--- src/rtl/alu_sequencer.sv ---
// Stack-execution controller: pops two operands, drives the ALU (or the internal
// restoring divider for DIV) and pushes the single result back.
module alu_sequencer #(
    parameter int WIDTH   = 16,
    parameter int DEPTH_W = 8
) (
    input  logic               clk,
    input  logic               rst,
    input  logic               cmd_valid,
    input  logic [3:0]         cmd_func,
    output logic               cmd_ready,
    input  logic [WIDTH-1:0]   stk_top,
    input  logic [DEPTH_W-1:0] stk_depth,
    output logic               pop,
    output logic               push,
    output logic [WIDTH-1:0]   push_data,
    output logic [3:0]         alu_func,
    output logic [WIDTH-1:0]   alu_i0,
    output logic [WIDTH-1:0]   alu_i1,
    input  logic [WIDTH-1:0]   alu_o0,
    output logic               done,
    output logic               err_underflow,
    output logic               err_illegal,
    output logic               err_div0
);

    localparam int CNT_W = $clog2(WIDTH);
    localparam logic [3:0] FUNC_R1  = 4'd0;
    localparam logic [3:0] FUNC_R2  = 4'd1;
    localparam logic [3:0] FUNC_DIV = 4'd5;

    typedef enum logic [2:0] {
        S_IDLE,
        S_POP_B,
        S_POP_A,
        S_EXEC,
        S_DIV,
        S_PUSH
    } state_e;

    state_e             state_q, state_d;
    logic [3:0]         func_q, func_d;
    logic [WIDTH-1:0]   a_q, a_d, b_q, b_d, result_q, result_d;
    logic [WIDTH-1:0]   rem_q, rem_d, quo_q, quo_d;
    logic [CNT_W-1:0]   cnt_q, cnt_d;
    logic               div0_q, div0_d, errIll_q, errIll_d, errUnd_q, errUnd_d;
    logic [WIDTH:0]     remShift;
    logic [WIDTH-1:0]   quoNext;

    always_ff @(posedge clk) begin
        if (rst) begin
            state_q  <= S_IDLE;
            func_q   <= '0;
            a_q      <= '0;
            b_q      <= '0;
            result_q <= '0;
            rem_q    <= '0;
            quo_q    <= '0;
            cnt_q    <= '0;
            div0_q   <= 1'b0;
            errIll_q <= 1'b0;
            errUnd_q <= 1'b0;
        end else begin
            state_q  <= state_d;
            func_q   <= func_d;
            a_q      <= a_d;
            b_q      <= b_d;
            result_q <= result_d;
            rem_q    <= rem_d;
            quo_q    <= quo_d;
            cnt_q    <= cnt_d;
            div0_q   <= div0_d;
            errIll_q <= errIll_d;
            errUnd_q <= errUnd_d;
        end
    end

    always_comb begin
        state_d  = state_q;
        func_d   = func_q;
        a_d      = a_q;
        b_d      = b_q;
        result_d = result_q;
        rem_d    = rem_q;
        quo_d    = quo_q;
        cnt_d    = cnt_q;
        div0_d   = div0_q;
        errIll_d = 1'b0;
        errUnd_d = 1'b0;
        remShift = {rem_q, quo_q[WIDTH-1]};
        quoNext  = {quo_q[WIDTH-2:0], 1'b0};

        case (state_q)
            S_IDLE: begin
                div0_d = 1'b0;
                if (cmd_valid) begin
                    func_d = cmd_func;
                    if (cmd_func > FUNC_DIV) begin
                        errIll_d = 1'b1;
                    end else if (stk_depth < DEPTH_W'(2)) begin
                        errUnd_d = 1'b1;
                    end else begin
                        state_d = S_POP_B;
                    end
                end
            end
            S_POP_B: begin
                b_d     = stk_top;
                state_d = S_POP_A;
            end
            S_POP_A: begin
                a_d = stk_top;
                if (func_q == FUNC_DIV) begin
                    rem_d   = '0;
                    quo_d   = stk_top;
                    cnt_d   = '0;
                    state_d = S_DIV;
                end else begin
                    state_d = S_EXEC;
                end
            end
            S_EXEC: begin
                case (func_q)
                    FUNC_R1: result_d = a_q;
                    FUNC_R2: result_d = b_q;
                    default: result_d = alu_o0;
                endcase
                state_d = S_PUSH;
            end
            S_DIV: begin
                if (b_q == '0) begin
                    result_d = '1;
                    div0_d   = 1'b1;
                    state_d  = S_PUSH;
                end else begin
                    // Restoring step: the dividend shifts out of quo_q while quotient bits shift in.
                    if (remShift >= {1'b0, b_q}) begin
                        rem_d      = WIDTH'(remShift - {1'b0, b_q});
                        quoNext[0] = 1'b1;
                    end else begin
                        rem_d = remShift[WIDTH-1:0];
                    end
                    quo_d = quoNext;
                    cnt_d = cnt_q + 1'b1;
                    if (cnt_q == CNT_W'(WIDTH - 1)) begin
                        result_d = quoNext;
                        state_d  = S_PUSH;
                    end
                end
            end
            S_PUSH: begin
                state_d = S_IDLE;
            end
            default: begin
                state_d = S_IDLE;
            end
        endcase
    end

    // Strobes are masked by rst so nothing reaches the stack during the reset cycle.
    assign cmd_ready     = (state_q == S_IDLE);
    assign pop           = !rst && ((state_q == S_POP_B) || (state_q == S_POP_A));
    assign push          = !rst && (state_q == S_PUSH);
    assign push_data     = result_q;
    assign alu_func      = (state_q == S_EXEC) ? func_q : 4'd0;
    assign alu_i0        = a_q;
    assign alu_i1        = b_q;
    assign err_illegal   = !rst && errIll_q;
    assign err_underflow = !rst && errUnd_q;
    assign err_div0      = !rst && (state_q == S_PUSH) && div0_q;
    assign done          = push || err_illegal || err_underflow;

endmodule

--- config.mk ---
export PLATFORM = sky130hd
export DESIGN_NAME = alu_sequencer
export DESIGN_NICKNAME = d
export VERILOG_FILES = /design/src/rtl/alu_sequencer.sv
export SDC_FILE = /design/constraint.sdc
export NUM_CORES = 1
export LEC_CHECK = 0
export ABC_CLOCK_PERIOD_IN_PS = 5500
export CORE_MARGIN = 2
export CORE_UTILIZATION = 55
export DETAILED_ROUTE_END_ITERATION = 7
export DONT_BUFFER_PORTS = 1
export PLACE_DENSITY = 0.7
export SYNTH_ARGS = -nofsm -noshare
export SYNTH_HDL_FRONTEND = slang
export SYNTH_SLANG_ARGS = --single-unit
--- constraint.sdc ---
create_clock -name clk -period 5.5 [get_ports clk]
set_input_delay 1.1 -clock clk [delete_from_list [all_inputs] [get_ports clk]]
set_output_delay 1.1 -clock clk [all_outputs]
set_load 0.02 [all_outputs]
==> metrics, run 1 <==
status=finished clean; Clock Tree Buf Depth=2; Async SR Flop Fraction=0%; DRC viols=0; Main synth FF type=dfxtp_1; post-synthesis cell type count=65; Mapped Area=0.005119 sq mm; Sum Neg Setup Slack=0 ns; Worst-path clk slew=0.11 ns; clk_lat worst skew=0.36 ns; area share of the largest cell type after synthesis=36.76%; Resized Gates After CTS=0; Tcrit/Tclk final=62.82%; setup repair after global routing missed its margin=false; die area=0.01009 sq mm; ranking of synthesized cells by area=dfxtp_1 (37%), nand2_1 (9.7%), a21oi_1 (5.6%); post-CTS setup buffer count=0; I/O pin count=106; Clock Root Buffer=clkbuf_8; synth warn=0; maxcap violations=0; DR vias/cell=6.329; critical path peak fanout=31; P per Cell Area=293.3 mW/mm^2; Final HPWL DP=9598 um; Initial Utilization=55.93%; min-delay worst type=reg -> reg; Pins Over Slew Limit=0; gr usage total=26.85%; # clock sinks=94; H-tree Lvls=3; Final Util=57.73%; initial antenna violation count=0; # setup viols final=0; Avg Cell Area, Syn=8.036 sq um; largest net degree at the start of global routing=86; share of layout cells above drive strength 1=7.480%; TritonCTS clock tree=done; Die Y=100.5 um; crit path time final=3.455 ns; initial DRC count=286; Setup Skew=0.01398 ns; Worst Path Arrival=3.68 ns; Gate Count Post-Synth=637; crit path kind=reg -> reg; worst vdd ir=195.2 uV; area leader, netlist=dfxtp_1; startpoint types=flop; Syn Nets=702; Rel. slew slack=17.52%; vias in the first global route=4226; #FFs+latches synth=94; FMAX=289.4 MHz; DRT Pass-1 Iters=4; PortBufs=0; first-pass GRT wire length=21580 um; nets=675; Leakage=1.850 nW; RePlAce Congestion=0.9042; total CTS buffers=9; DR WL/cell=18.58 um; DRT Wirelength=13490 um; grt ovf=0; most frequent cell after synthesis=nand2_1; worst path required time=5.73 ns; top cells by count, synth=nand2_1 (132), dfxtp_1 (94), a21oi_1 (57), nor2_1 (51), clkbuf_1 (22); Post-DRT Antenna Nets=0; Post-CTS Hold Buffers=0; FP Rows=35; area added between synthesis and finish=3.227%; DR vias=4595; Final Hold Viols=0; chip width=100.5 um; Ant. Diodes=0; Placeable Area=0.009153 sq mm; crit path capture type=flop; Seq/Total Area, Yosys=36.76%; EDFF count, synth=0; Tightest Pin Transition=1.231 ns
-- metal layers --
metal / vias to the layer above / track usage, % / wire length (um)
met5: - / 0 / 0
met4: 0 / 8.008 / 240
met3: 20 / 5.895 / 1151
met2: 201 / 44.55 / 6289
met1: 2147 / 35.20 / 5810
li1: 2227 / - / -
-- through the flow --
stage	power, mW	cell area, sq um	hold slack [ns]	worst slack (ns)	instances
4_1_cts	1.554	5284	0.4650	2.097	726
6_report	1.550	5284	0.4643	2.045	726
3_3_place_gp	1.064	5072	0.4425	2.216	710
3_5_place_dp	1.069	5072	0.4487	2.142	710
5_1_grt	1.625	5284	0.4966	1.749	726
2_1_floorplan	1.022	5119	0.4408	2.162	637
-- layout make-up --
class	instances	area [sq um]
clock inverter	7	87.58
inverter	19	71.32
timing repair buffer	4	30.03
fill	874	3869
sequential	94	1882
clock buffer	9	123.9
tap	111	138.9
multi-input combinational	482	2950
-- where the power goes --
group          switching (mW)  internal, mW  total [mW]  leakage (nW)
Sequential             0.0433         0.697       0.741         0.760
Combinational           0.195         0.124       0.319         0.982
Clock                   0.268         0.223       0.490         0.109
Total                   0.505          1.04        1.55          1.85
-- placed cells by master, fill, tap and decap left out, drive strengths merged, types with 3 or more instances in the layout --
master,instances
o22ai,4
inv,24
nor2b,5
o211ai,13
buf,4
nand2b,8
nor3,11
nor2,55
a311oi,21
o21a,3
nor4,5
a21o,4
ha,17
mux2i,16
and2,6
and3,6
xnor2,6
a32oi,5
a211o,4
o21ai,16
dfxtp,94
nand3,21
nand2,132
clkbuf,9
a21oi,59
o22a,5
xor2,8
o311ai,8
a211oi,15
-- critical path, cell delays in order, from the launching register on --
cell and delay, ns:
dfxtp_1 0.47, nor2b_2 0.31, nand2b_1 0.57, nor2_2 0.39, o21a_1 0.87, nor2_2 0.36, a32oi_1 0.25, o31ai_1 0.10
-- state kept, by name, summed over array words and instances, names as in the netlist --
register   count
alu_i0        16
alu_i1        16
push_data     16
quo_q         16
rem_q         16
cnt_q          4
func_q         4
state_q        3
div0_q         1
errIll_q       1
errUnd_q       1
-- final timing paths --
kind | cells after the start | end | from | slack, ns
worst min-delay path | 2 | quo_q[0]$_SDFFE_PP0P_ | quo_q[0]$_SDFFE_PP0P_ | 0.46
worst min register to register | 2 | quo_q[0]$_SDFFE_PP0P_ | quo_q[0]$_SDFFE_PP0P_ | 0.46
worst max-delay path | 7 | rem_q[12]$_SDFFE_PP0P_ | state_q[1]$_SDFFE_PP0P_ | 2.04
worst max register to register | 7 | rem_q[12]$_SDFFE_PP0P_ | state_q[1]$_SDFFE_PP0P_ | 2.04
-- kinds of logic (layout without fill, tap and decap cells) --
group | after synthesis | in the layout | share of synthesized area, %
AND/OR/NAND/NOR | 262 | 262 | 23.37
AO/OA/AOI/OAI | 172 | 172 | 24.10
flip-flops | 94 | 94 | 36.76
buffers and inverters | 61 | 39 | 5.695
adder cells (fa/ha/maj) | 18 | 18 | 4.547
multiplexers | 16 | 16 | 3.129
XOR/XNOR | 14 | 14 | 2.396
(Power assumes the default switching activity.)
==> run 2, diff against run 1 <==
--- a/config.mk
+++ b/config.mk
@@ -5,12 +5,12 @@
 export SDC_FILE = /design/constraint.sdc
 export NUM_CORES = 1
 export LEC_CHECK = 0
-export ABC_CLOCK_PERIOD_IN_PS = 5500
+export ABC_CLOCK_PERIOD_IN_PS = 2900
 export CORE_MARGIN = 2
 export CORE_UTILIZATION = 55
 export DETAILED_ROUTE_END_ITERATION = 7
 export DONT_BUFFER_PORTS = 1
-export PLACE_DENSITY = 0.7
+export PLACE_DENSITY = 0.73
 export SYNTH_ARGS = -nofsm -noshare
 export SYNTH_HDL_FRONTEND = slang
 export SYNTH_SLANG_ARGS = --single-unit
==> constraint.sdc (replaced) <==
create_clock -name clk -period 2.9 [get_ports clk]
set_input_delay 0.58 -clock clk [delete_from_list [all_inputs] [get_ports clk]]
set_output_delay 0.58 -clock clk [all_outputs]
set_load 0.02 [all_outputs]
==> run 2 against run 1 <==
  * Final cell count grew 2.3%
  * Clock power rose by 74%
  * Non-clock buffer count increased by 17
  * Critical path depth up 2
  * First-iteration DRC count grew 28%
  * Maximum frequency rose by 31%
  * Critical endpoint is now quo_q[0]$_SDFFE_PP0P_
==> metrics, run 2 (synthesis gave the netlist of run 1 again) <==
status=finished clean; DRT Wirelength=13660 um; Placed Cells=727; Tightest Pin Transition=1.188 ns; Final HPWL DP=9815 um; worst vdd ir=318.2 uV; Worst-path clk slew=0.11 ns; chip width=100.5 um; Resized Gates After CTS=0; Ant. Diodes=0; FP Rows=35; P per Cell Area=535.2 mW/mm^2; Largest stage delay, worst path=0.54 ns; Clock Tree Buf Depth=2; # setup viols final=0; CP cell instances=inv_1, ha_1, nand4_1, nor3_2, a31oi_1, o21ai_0, o21ba_4, a211o_1, a21oi_2; initial DRC count=366; die area=0.01009 sq mm; Final Hold Viols=0; setup repair after global routing missed its margin=false; share of layout cells above drive strength 1=9.968%; H-tree Lvls=3; Int Pwr=1.911 mW; Pins Over Slew Limit=0; post-CTS setup buffer count=0; Final Worst Setup Slack=0.2632 ns; Placeable Area=0.009153 sq mm; critical path peak fanout=24; Die Y=100.5 um; commonest cells after routing, fill and taps aside=nand2_1 (132), dfxtp_1 (94), a21oi_1 (57); Comb pwr share=22.9%; worst path required time=3.21 ns; min-delay worst type=in -> reg; PortBufs=0; RePlAce Congestion=0.9353; TritonCTS clock tree=done; non-filler cells in the finished layout=743; clock power share=29.6%; crit path time final=2.637 ns; DR WL/cell=18.39 um; first-pass GRT wire length=21490 um; DRT Pass-1 Iters=5; Worst Path Arrival=2.95 ns; nets=692; # clock sinks=94; Post-CTS Hold Buffers=0; Rel. slew slack=20.35%; most common cell after layout, fill and taps aside=nand2_1; FMAX=379.2 MHz; area added between synthesis and finish=5.451%; crit path capture type=flop; smallest hold slack=0.2632 ns; Setup Skew=0.01683 ns; largest net degree at the start of global routing=86; Place WS=0.3150 ns; startpoint types=flop; Post-DRT Antenna Nets=0; P_sw=0.9782 mW; Sw Share=33.86%; DR vias=4662; initial antenna violation count=0; reg2reg setup slack=0.26 ns; slowest stage cell, crit path=dfxtp_1; sequential power share=47.5%; Sum Neg Setup Slack=0 ns; I/O pin count=106; DR vias/cell=6.275; Initial Utilization=55.93%; Tcrit/Tclk final=90.92%; clk_lat worst skew=0.37 ns; DRC viols=0; gr usage total=27.00%; Clock Root Buffer=clkbuf_8; vias in the first global route=4329; crit path kind=reg -> reg; grt ovf=0; total CTS buffers=9; Leakage=1.931 nW; maxcap violations=0; overall power=2.889 mW
[run 2: layout make-up]
cell class	count	area [sq um]
timing repair buffer	21	170.2
clock buffer	9	123.9
fill	849	3755
sequential	94	1882
clock inverter	7	61.31
multi-input combinational	482	2950
inverter	19	71.32
tap	111	138.9
[run 2: per-stage QoR]
| stage | area, sq um | utilization, % |
|---|---|---|
| global placement | 5213 | 56.95 |
| global route | 5398 | 58.97 |
| CTS | 5398 | 58.97 |
| detailed placement | 5213 | 56.95 |
| finish | 5398 | 58.97 |
| floorplan | 5119 | - |
[run 2: power by group through the flow]
stage / sequential (mW) / combinational (mW) / clock (mW)
final: 1.37 / 0.662 / 0.854
after global routing: 1.38 / 0.727 / 0.909
after detailed placement: 1.40 / 0.652 / 0
after global placement: 1.40 / 0.644 / 0
after floorplan: 1.40 / 0.533 / 0
after CTS: 1.37 / 0.655 / 0.865
[run 2: worst max-delay path, delay by kind of cell, from the launching register on]
| family | cells | cell delay, ns |
|---|---|---|
| compound gates | 5 | 1.14 |
| fa+ha+maj | 1 | 0.41 |
| buf+inv | 1 | 0.09 |
| flops | 1 | 0.54 |
| simple gates | 2 | 0.39 |
[run 2: path summary, 6_finish.rpt]
kind	start	to	depth (start not counted)
hold / removal	rst	func_q[1]$_SDFFE_PP0P_	1
setup / recovery	alu_i1[5]$_SDFFE_PP0P_	quo_q[0]$_SDFFE_PP0P_	9
hold reg to reg	quo_q[0]$_SDFFE_PP0P_	quo_q[0]$_SDFFE_PP0P_	2
setup reg to reg	alu_i1[5]$_SDFFE_PP0P_	quo_q[0]$_SDFFE_PP0P_	9
[run 2: per-layer routing]
metal	track usage, %	routed length, um
met4	9.800	267
met1	34.99	5843
met3	6.449	1209
met5	0	0
met2	43.99	6339
